--- src/rtl/instr_fetch_queue_pkg.sv ---
// Shared pipeline package for the fetch path.
// Holds the reset PC constant, instruction/address widths, the PC increment,
// the queued-entry payload type and small PC helper functions.
package instr_fetch_queue_pkg;

  localparam int unsigned XLEN    = 32;
  localparam int unsigned INSTR_W = 32;
  localparam int unsigned PC_INC  = 4;

  localparam logic [XLEN-1:0] RESET_PC_DEFAULT = 32'h0000_0000;

  // One queued fetch result: address of the instruction and the word itself.
  typedef struct packed {
    logic [XLEN-1:0]    pc;
    logic [INSTR_W-1:0] instr;
  } fetch_entry_t;

  // Sequential successor address, wrapping modulo 2^32.
  function automatic logic [XLEN-1:0] pc_plus_inc(input logic [XLEN-1:0] pc);
    return pc + XLEN'(PC_INC);
  endfunction

  // Fetch addresses are always word aligned.
  function automatic logic [XLEN-1:0] align_pc(input logic [XLEN-1:0] pc);
    return {pc[XLEN-1:2], 2'b00};
  endfunction

endpackage

--- src/rtl/instr_fetch_queue_fetch_fifo.sv ---
// fetch_fifo: synchronous FIFO of {pc, instr} entries for the fetch queue.
// Ports:
//   clk, reset        clock, asynchronous active-high reset
//   flush             drop all entries (wins over push/pop)
//   push, push_data   write one entry (ignored when full)
//   pop               retire head entry (ignored when empty)
//   head              oldest entry (valid while !empty)
//   full, empty       occupancy flags
//   count             number of valid entries, 0..DEPTH
module fetch_fifo
  import instr_fetch_queue_pkg::*;
#(
  parameter int unsigned DEPTH = 4
) (
  input  logic                         clk,
  input  logic                         reset,
  input  logic                         flush,
  input  logic                         push,
  input  fetch_entry_t                 push_data,
  input  logic                         pop,
  output fetch_entry_t                 head,
  output logic                         full,
  output logic                         empty,
  output logic [$clog2(DEPTH+1)-1:0]   count
);

  localparam int unsigned AW = $clog2(DEPTH);
  localparam int unsigned CW = $clog2(DEPTH + 1);

  fetch_entry_t  mem [DEPTH];
  logic [AW-1:0] wr_ptr;
  logic [AW-1:0] rd_ptr;
  logic          do_push;
  logic          do_pop;

  assign full    = (count == CW'(DEPTH));
  assign empty   = (count == '0);
  assign do_push = push && !full && !flush;
  assign do_pop  = pop && !empty && !flush;
  assign head    = mem[rd_ptr];

  // Pointers and occupancy; DEPTH is a power of two so pointers wrap naturally.
  always_ff @(posedge clk or posedge reset) begin
    if (reset) begin
      wr_ptr <= '0;
      rd_ptr <= '0;
      count  <= '0;
    end else if (flush) begin
      wr_ptr <= '0;
      rd_ptr <= '0;
      count  <= '0;
    end else begin
      if (do_push) wr_ptr <= wr_ptr + AW'(1);
      if (do_pop)  rd_ptr <= rd_ptr + AW'(1);
      count <= count + CW'(do_push) - CW'(do_pop);
    end
  end

  // Storage array, written only; contents are qualified by count.
  always_ff @(posedge clk) begin
    if (do_push) mem[wr_ptr] <= push_data;
  end

endmodule

--- src/rtl/instr_fetch_queue.sv ---
// instr_fetch_queue: issues sequential instruction fetches, tracks in-flight
// requests, queues returned words with their PC and hands them to IF/ID.
// A redirect flushes the queue and discards responses still in flight.
// Optional macro FETCH_BYPASS_EN: forward a response straight to out_* in the
// same cycle when the queue is empty.
// Ports:
//   clk, reset                         clock, asynchronous active-high reset
//   imem_req_valid/addr/ready          fetch request handshake
//   imem_rsp_valid/data                in-order instruction responses
//   redirect_valid/pc                  taken branch/jump: flush and refetch
//   out_valid/instr/pc_next/ready      instruction stream to IF/ID
module instr_fetch_queue
  import instr_fetch_queue_pkg::*;
#(
  parameter int unsigned DEPTH    = 4,
  parameter logic [31:0] RESET_PC = RESET_PC_DEFAULT
) (
  input  logic        clk,
  input  logic        reset,
  output logic        imem_req_valid,
  output logic [31:0] imem_req_addr,
  input  logic        imem_req_ready,
  input  logic        imem_rsp_valid,
  input  logic [31:0] imem_rsp_data,
  input  logic        redirect_valid,
  input  logic [31:0] redirect_pc,
  output logic        out_valid,
  output logic [31:0] out_instr,
  output logic [31:0] out_pc_next,
  input  logic        out_ready
);

  localparam int unsigned CW = $clog2(DEPTH + 1);
  localparam int unsigned SW = CW + 1;

  logic [31:0]   fetch_pc;
  logic [31:0]   rsp_pc;
  logic [CW-1:0] outstanding;
  logic [CW-1:0] outstanding_after_rsp;
  logic [CW-1:0] drop_cnt;
  logic [CW-1:0] fifo_count;
  logic          fifo_full;
  logic          fifo_empty;
  fetch_entry_t  fifo_head;
  fetch_entry_t  rsp_entry;
  logic          req_fire;
  logic          rsp_keep;
  logic          push;
  logic          pop;

  // Request only when every in-flight word is guaranteed a queue slot.
  assign imem_req_addr  = fetch_pc;
  assign imem_req_valid = !reset && !redirect_valid &&
                          ((SW'(fifo_count) + SW'(outstanding)) < SW'(DEPTH));
  assign req_fire       = imem_req_valid && imem_req_ready;

  // Responses belonging to the pre-redirect stream are discarded.
  assign rsp_keep  = imem_rsp_valid && !redirect_valid && (drop_cnt == '0);
  assign rsp_entry = '{pc: rsp_pc, instr: imem_rsp_data};

  assign outstanding_after_rsp = outstanding - CW'(imem_rsp_valid);

`ifdef FETCH_BYPASS_EN
  logic bypass;

  // Empty queue: present the response now, queue it only if IF/ID stalls.
  assign bypass      = rsp_keep && fifo_empty && !reset;
  assign push        = rsp_keep && !fifo_full && !(bypass && out_ready);
  assign out_valid   = !fifo_empty || bypass;
  assign out_instr   = !fifo_empty ? fifo_head.instr :
                       (bypass ? imem_rsp_data : '0);
  assign out_pc_next = !fifo_empty ? pc_plus_inc(fifo_head.pc) :
                       (bypass ? pc_plus_inc(rsp_pc) : '0);
`else
  assign push        = rsp_keep && !fifo_full;
  assign out_valid   = !fifo_empty;
  assign out_instr   = fifo_empty ? '0 : fifo_head.instr;
  assign out_pc_next = fifo_empty ? '0 : pc_plus_inc(fifo_head.pc);
`endif

  assign pop = out_valid && out_ready && !redirect_valid && !fifo_empty;

  fetch_fifo #(
    .DEPTH (DEPTH)
  ) u_fifo (
    .clk       (clk),
    .reset     (reset),
    .flush     (redirect_valid),
    .push      (push),
    .push_data (rsp_entry),
    .pop       (pop),
    .head      (fifo_head),
    .full      (fifo_full),
    .empty     (fifo_empty),
    .count     (fifo_count)
  );

  // Fetch PC, response PC, in-flight and drop counters.
  // rsp_pc is the address the next kept response belongs to.
  always_ff @(posedge clk or posedge reset) begin
    if (reset) begin
      fetch_pc    <= RESET_PC;
      rsp_pc      <= RESET_PC;
      outstanding <= '0;
      drop_cnt    <= '0;
    end else begin
      outstanding <= outstanding_after_rsp + CW'(req_fire);
      if (redirect_valid) begin
        fetch_pc <= align_pc(redirect_pc);
        rsp_pc   <= align_pc(redirect_pc);
        drop_cnt <= outstanding_after_rsp;
      end else begin
        if (req_fire) fetch_pc <= pc_plus_inc(fetch_pc);
        if (rsp_keep) rsp_pc   <= pc_plus_inc(rsp_pc);
        if (imem_rsp_valid && (drop_cnt != '0)) drop_cnt <= drop_cnt - CW'(1);
      end
    end
  end

endmodule

--- config.mk ---
export PLATFORM = sky130hd
export DESIGN_NAME = instr_fetch_queue
export DESIGN_NICKNAME = d
export VERILOG_FILES = /design/src/rtl/instr_fetch_queue_pkg.sv /design/src/rtl/instr_fetch_queue_fetch_fifo.sv /design/src/rtl/instr_fetch_queue.sv
export SDC_FILE = /design/constraint.sdc
export NUM_CORES = 1
export LEC_CHECK = 0
export CAP_MARGIN = 25
export CORE_ASPECT_RATIO = 1.75
export CORE_MARGIN = 2
export CORE_UTILIZATION = 49
export CTS_CLUSTER_DIAMETER = 40
export DETAILED_ROUTE_END_ITERATION = 7
export GPL_TIMING_DRIVEN = 0
export PLACE_DENSITY_LB_ADDON = 0.12
export SLEW_MARGIN = 10
export SYNTH_ARGS = -nofsm -noshare
export SYNTH_HDL_FRONTEND = slang
export SYNTH_SLANG_ARGS = --single-unit
--- constraint.sdc ---
create_clock -name clk -period 4.3 [get_ports clk]
set_clock_uncertainty 0.05 [all_clocks]
set_input_delay 0.86 -clock clk [delete_from_list [all_inputs] [get_ports clk]]
set_output_delay 0.86 -clock clk [all_outputs]
set_load 0.05 [all_outputs]
==> results.txt <==
Status - complete, no violations
Die width - 133.2 um
Vias/cell - 5.724
Antenna Nets Post-Route - 0
P per Cell Area - 573.7 nW/um2
Final Net Count - 1242
IO Port Bufs - 160
Largest net degree at the start of global routing - 54
Max Root-Sink Buffers - 3
Yosys cell types - 64
Chip height - 230.1 um
Yosys warns - 0
Peak VDD IR - 0.0003069 V
Clock-pin slew on the worst setup and hold paths - 0.07 ns
# IOs - 168
Core ar. - 28730 um2
Post-synth EDFFs - 248
Antenna violations before repair - 0
LEAKAGE - 6.569 nW
Total grt overflow - 0
Seq/Total Area, Yosys - 64.80%
Post-synth ARST share - 22.74%
Area of the die - 30640 um2
Num CTS Buffers - 34
Required @ worst endpoint - 3.39 ns
CP Max Fanout - 10
#FFs+latches synth - 321
CTS H-tree depth - 2
Crit start category - flop
Synthesized cell area - 14310 um2
Max-slew violation count - 0
Initial core utilization - 49.82%
Most frequent cell after synthesis - edfxtp_1
MaxCap Viol Count - 0
DRT iter0 DRCs - 594
Routability Congestion - 0.9078
Top cell type's share of synthesized area - 52.04%
Mapped Avg Cell Area - 15.14 um2
Residual DRC count - 0
DRT Pass-1 Iters - 7
Syn-to-layout area delta - 24.03%
Total GRT Usage - 21.91%
CP Capture Type - output port
Final worst path period need - 4.213 ns
DPL Wire Length - 23220 um
Period utilization - 97.98%
Top cells by count, synth - edfxtp_1, dfrtp_1, nand2_1
Via count - 8906
Vias in the first global route - 9085
Post-Syn Instances - 945
Synth area leader - edfxtp_1
Sink Count - 321
Critical Path AT - 3.30 ns
Top cells by area, synth - edfxtp_1, dfrtp_1, mux4_2
Hold WC Path Type - flop to flop
WL/cell - 21.22 um
Final wirelength - 33020 um
Final TNS setup - 0 ns
RSZ-0062 raised after global routing - yes
Final count of negative-setup-slack endpoints - 0
CTS root buffer - clkbuf_16
Worst-margin pin slew - 0.7821 ns
First-pass GRT wire length - 51160 um
Crit path kind - flop to output port
Cts hold-fix bufs - 0
CTS tree - yes
Worst-Skew Late Latency - 0.52 ns
Core Util, Final - 61.79%
Share of post-route cells with drive strength above 1 - 16.89%
Maximum clock rate - 0.2374 GHz
Worst slew margin - 47.86%
ANT cells - 0
Cell Rows - 82
Final hold vios - 0
Most used DFF post-synth - edfxtp_1
[area by class of cell]
type	instances	area [um2]
Inverter	32	123.9
Tap cell	378	473.0
Buffer	45	296.5
Fill cell	2221	10980
Clock inverter	18	188.9
Clock buffer	42	905.9
Sequential cell	321	9274
Timing Repair Buffer	171	1769
Multi-Input combinational cell	549	4720
[sequential cells by signal, indices dropped and copies added (netlist names)]
signal	count
outstanding	3
u_fifo.mem	248
u_fifo.rd_ptr	2
u_fifo.count	3
rsp_pc	30
imem_req_addr	30
u_fifo.wr_ptr	2
drop_cnt	3
[worst paths after layout]
path	startpoint	end	slack, ns	depth (start not counted)
max	u_fifo.rd_ptr[0]	out_pc_next[29]	0.09	9
max reg2reg	u_fifo.count[2]	u_fifo.count[2]	1.18	12
min reg2reg	rsp_pc[5]	u_fifo.mem[3][37]	0.48	0
min in group asynchronous	reset	u_fifo.count[0]	0.62	2
min	rsp_pc[5]	u_fifo.mem[3][37]	0.48	0
max in group asynchronous	reset	imem_req_addr[10]	3.01	3
[cell families after synthesis]
logic type,share of synthesized area [%]
and+or+nand+nor,11.15
DFF,64.80
AOI/OAI and AO/OA,4.555
buffers and inverters,2.824
muxes,11.90
adders and majority gates,1.626
other,0.02620
xor gates and xnor gates,3.121
[metal layers]
| metal | vias to the layer above | wire length [um] | track usage [%] |
|---|---|---|---|
| li1 | 4091 | - | - |
| met1 | 4520 | 12240 | 24.17 |
| met2 | 233 | 18290 | 41.97 |
| met3 | 62 | 1341 | 2.954 |
| met4 | 0 | 1149 | 8.876 |
| met5 | - | 0 | 0 |
[stage by stage]
stage          setup slack (ns)  instances  power (mW)  cell area (um2)  hold WS [ns]
6_report                0.08685       1556       10.18            17750        0.4803
5_1_grt                -0.02207       1556       10.61            17750        0.5162
4_1_cts                -0.06381       1551       10.26            17620        0.4867
3_5_place_dp            -0.2994       1492       7.397            16540        0.4730
3_3_place_gp             -1.665       1486       7.359            16400        0.4520
2_1_floorplan            0.3524        948       6.194            14330        0.4242
[cell usage in the layout (no fill, tap or decap), drive strengths merged, types with 29 or more instances in the layout]
cell	instances
and2	42
buf	43
clkbuf	72
clkdlybuf4s50	109
dfrtp	73
dlymetal6s2s	29
edfxtp	248
inv	37
mux4	62
nand2	68
nand3	31
nor2	39
o21ai	32
xnor2	30
[where the power goes]
group	internal [mW]	leakage, nW	switching, mW
combinational	1.27	2.93	2.33
clock	1.65	0.527	1.23
sequential	3.53	3.11	0.170
total	6.46	6.57	3.73
[repair_timing]
action | 4_1_cts | 5_1_grt
pin swaps | 0 | 3
buffers inserted | 0 | 5
gates resized for setup | 115 | 58
setup endpoints to repair | 56 | 52
[critical path: stages (launching register included)]
cell and delay [ns]:
dfrtp_1 0.37, buf_6 0.16, buf_12 0.16, mux4_1 0.43
nand2_1 0.13, or3_4 0.41, clkbuf_8 0.17, or4_1 0.53
a21oi_1 0.16, buf_4 0.23
Power figures use the tool's default switching activity.
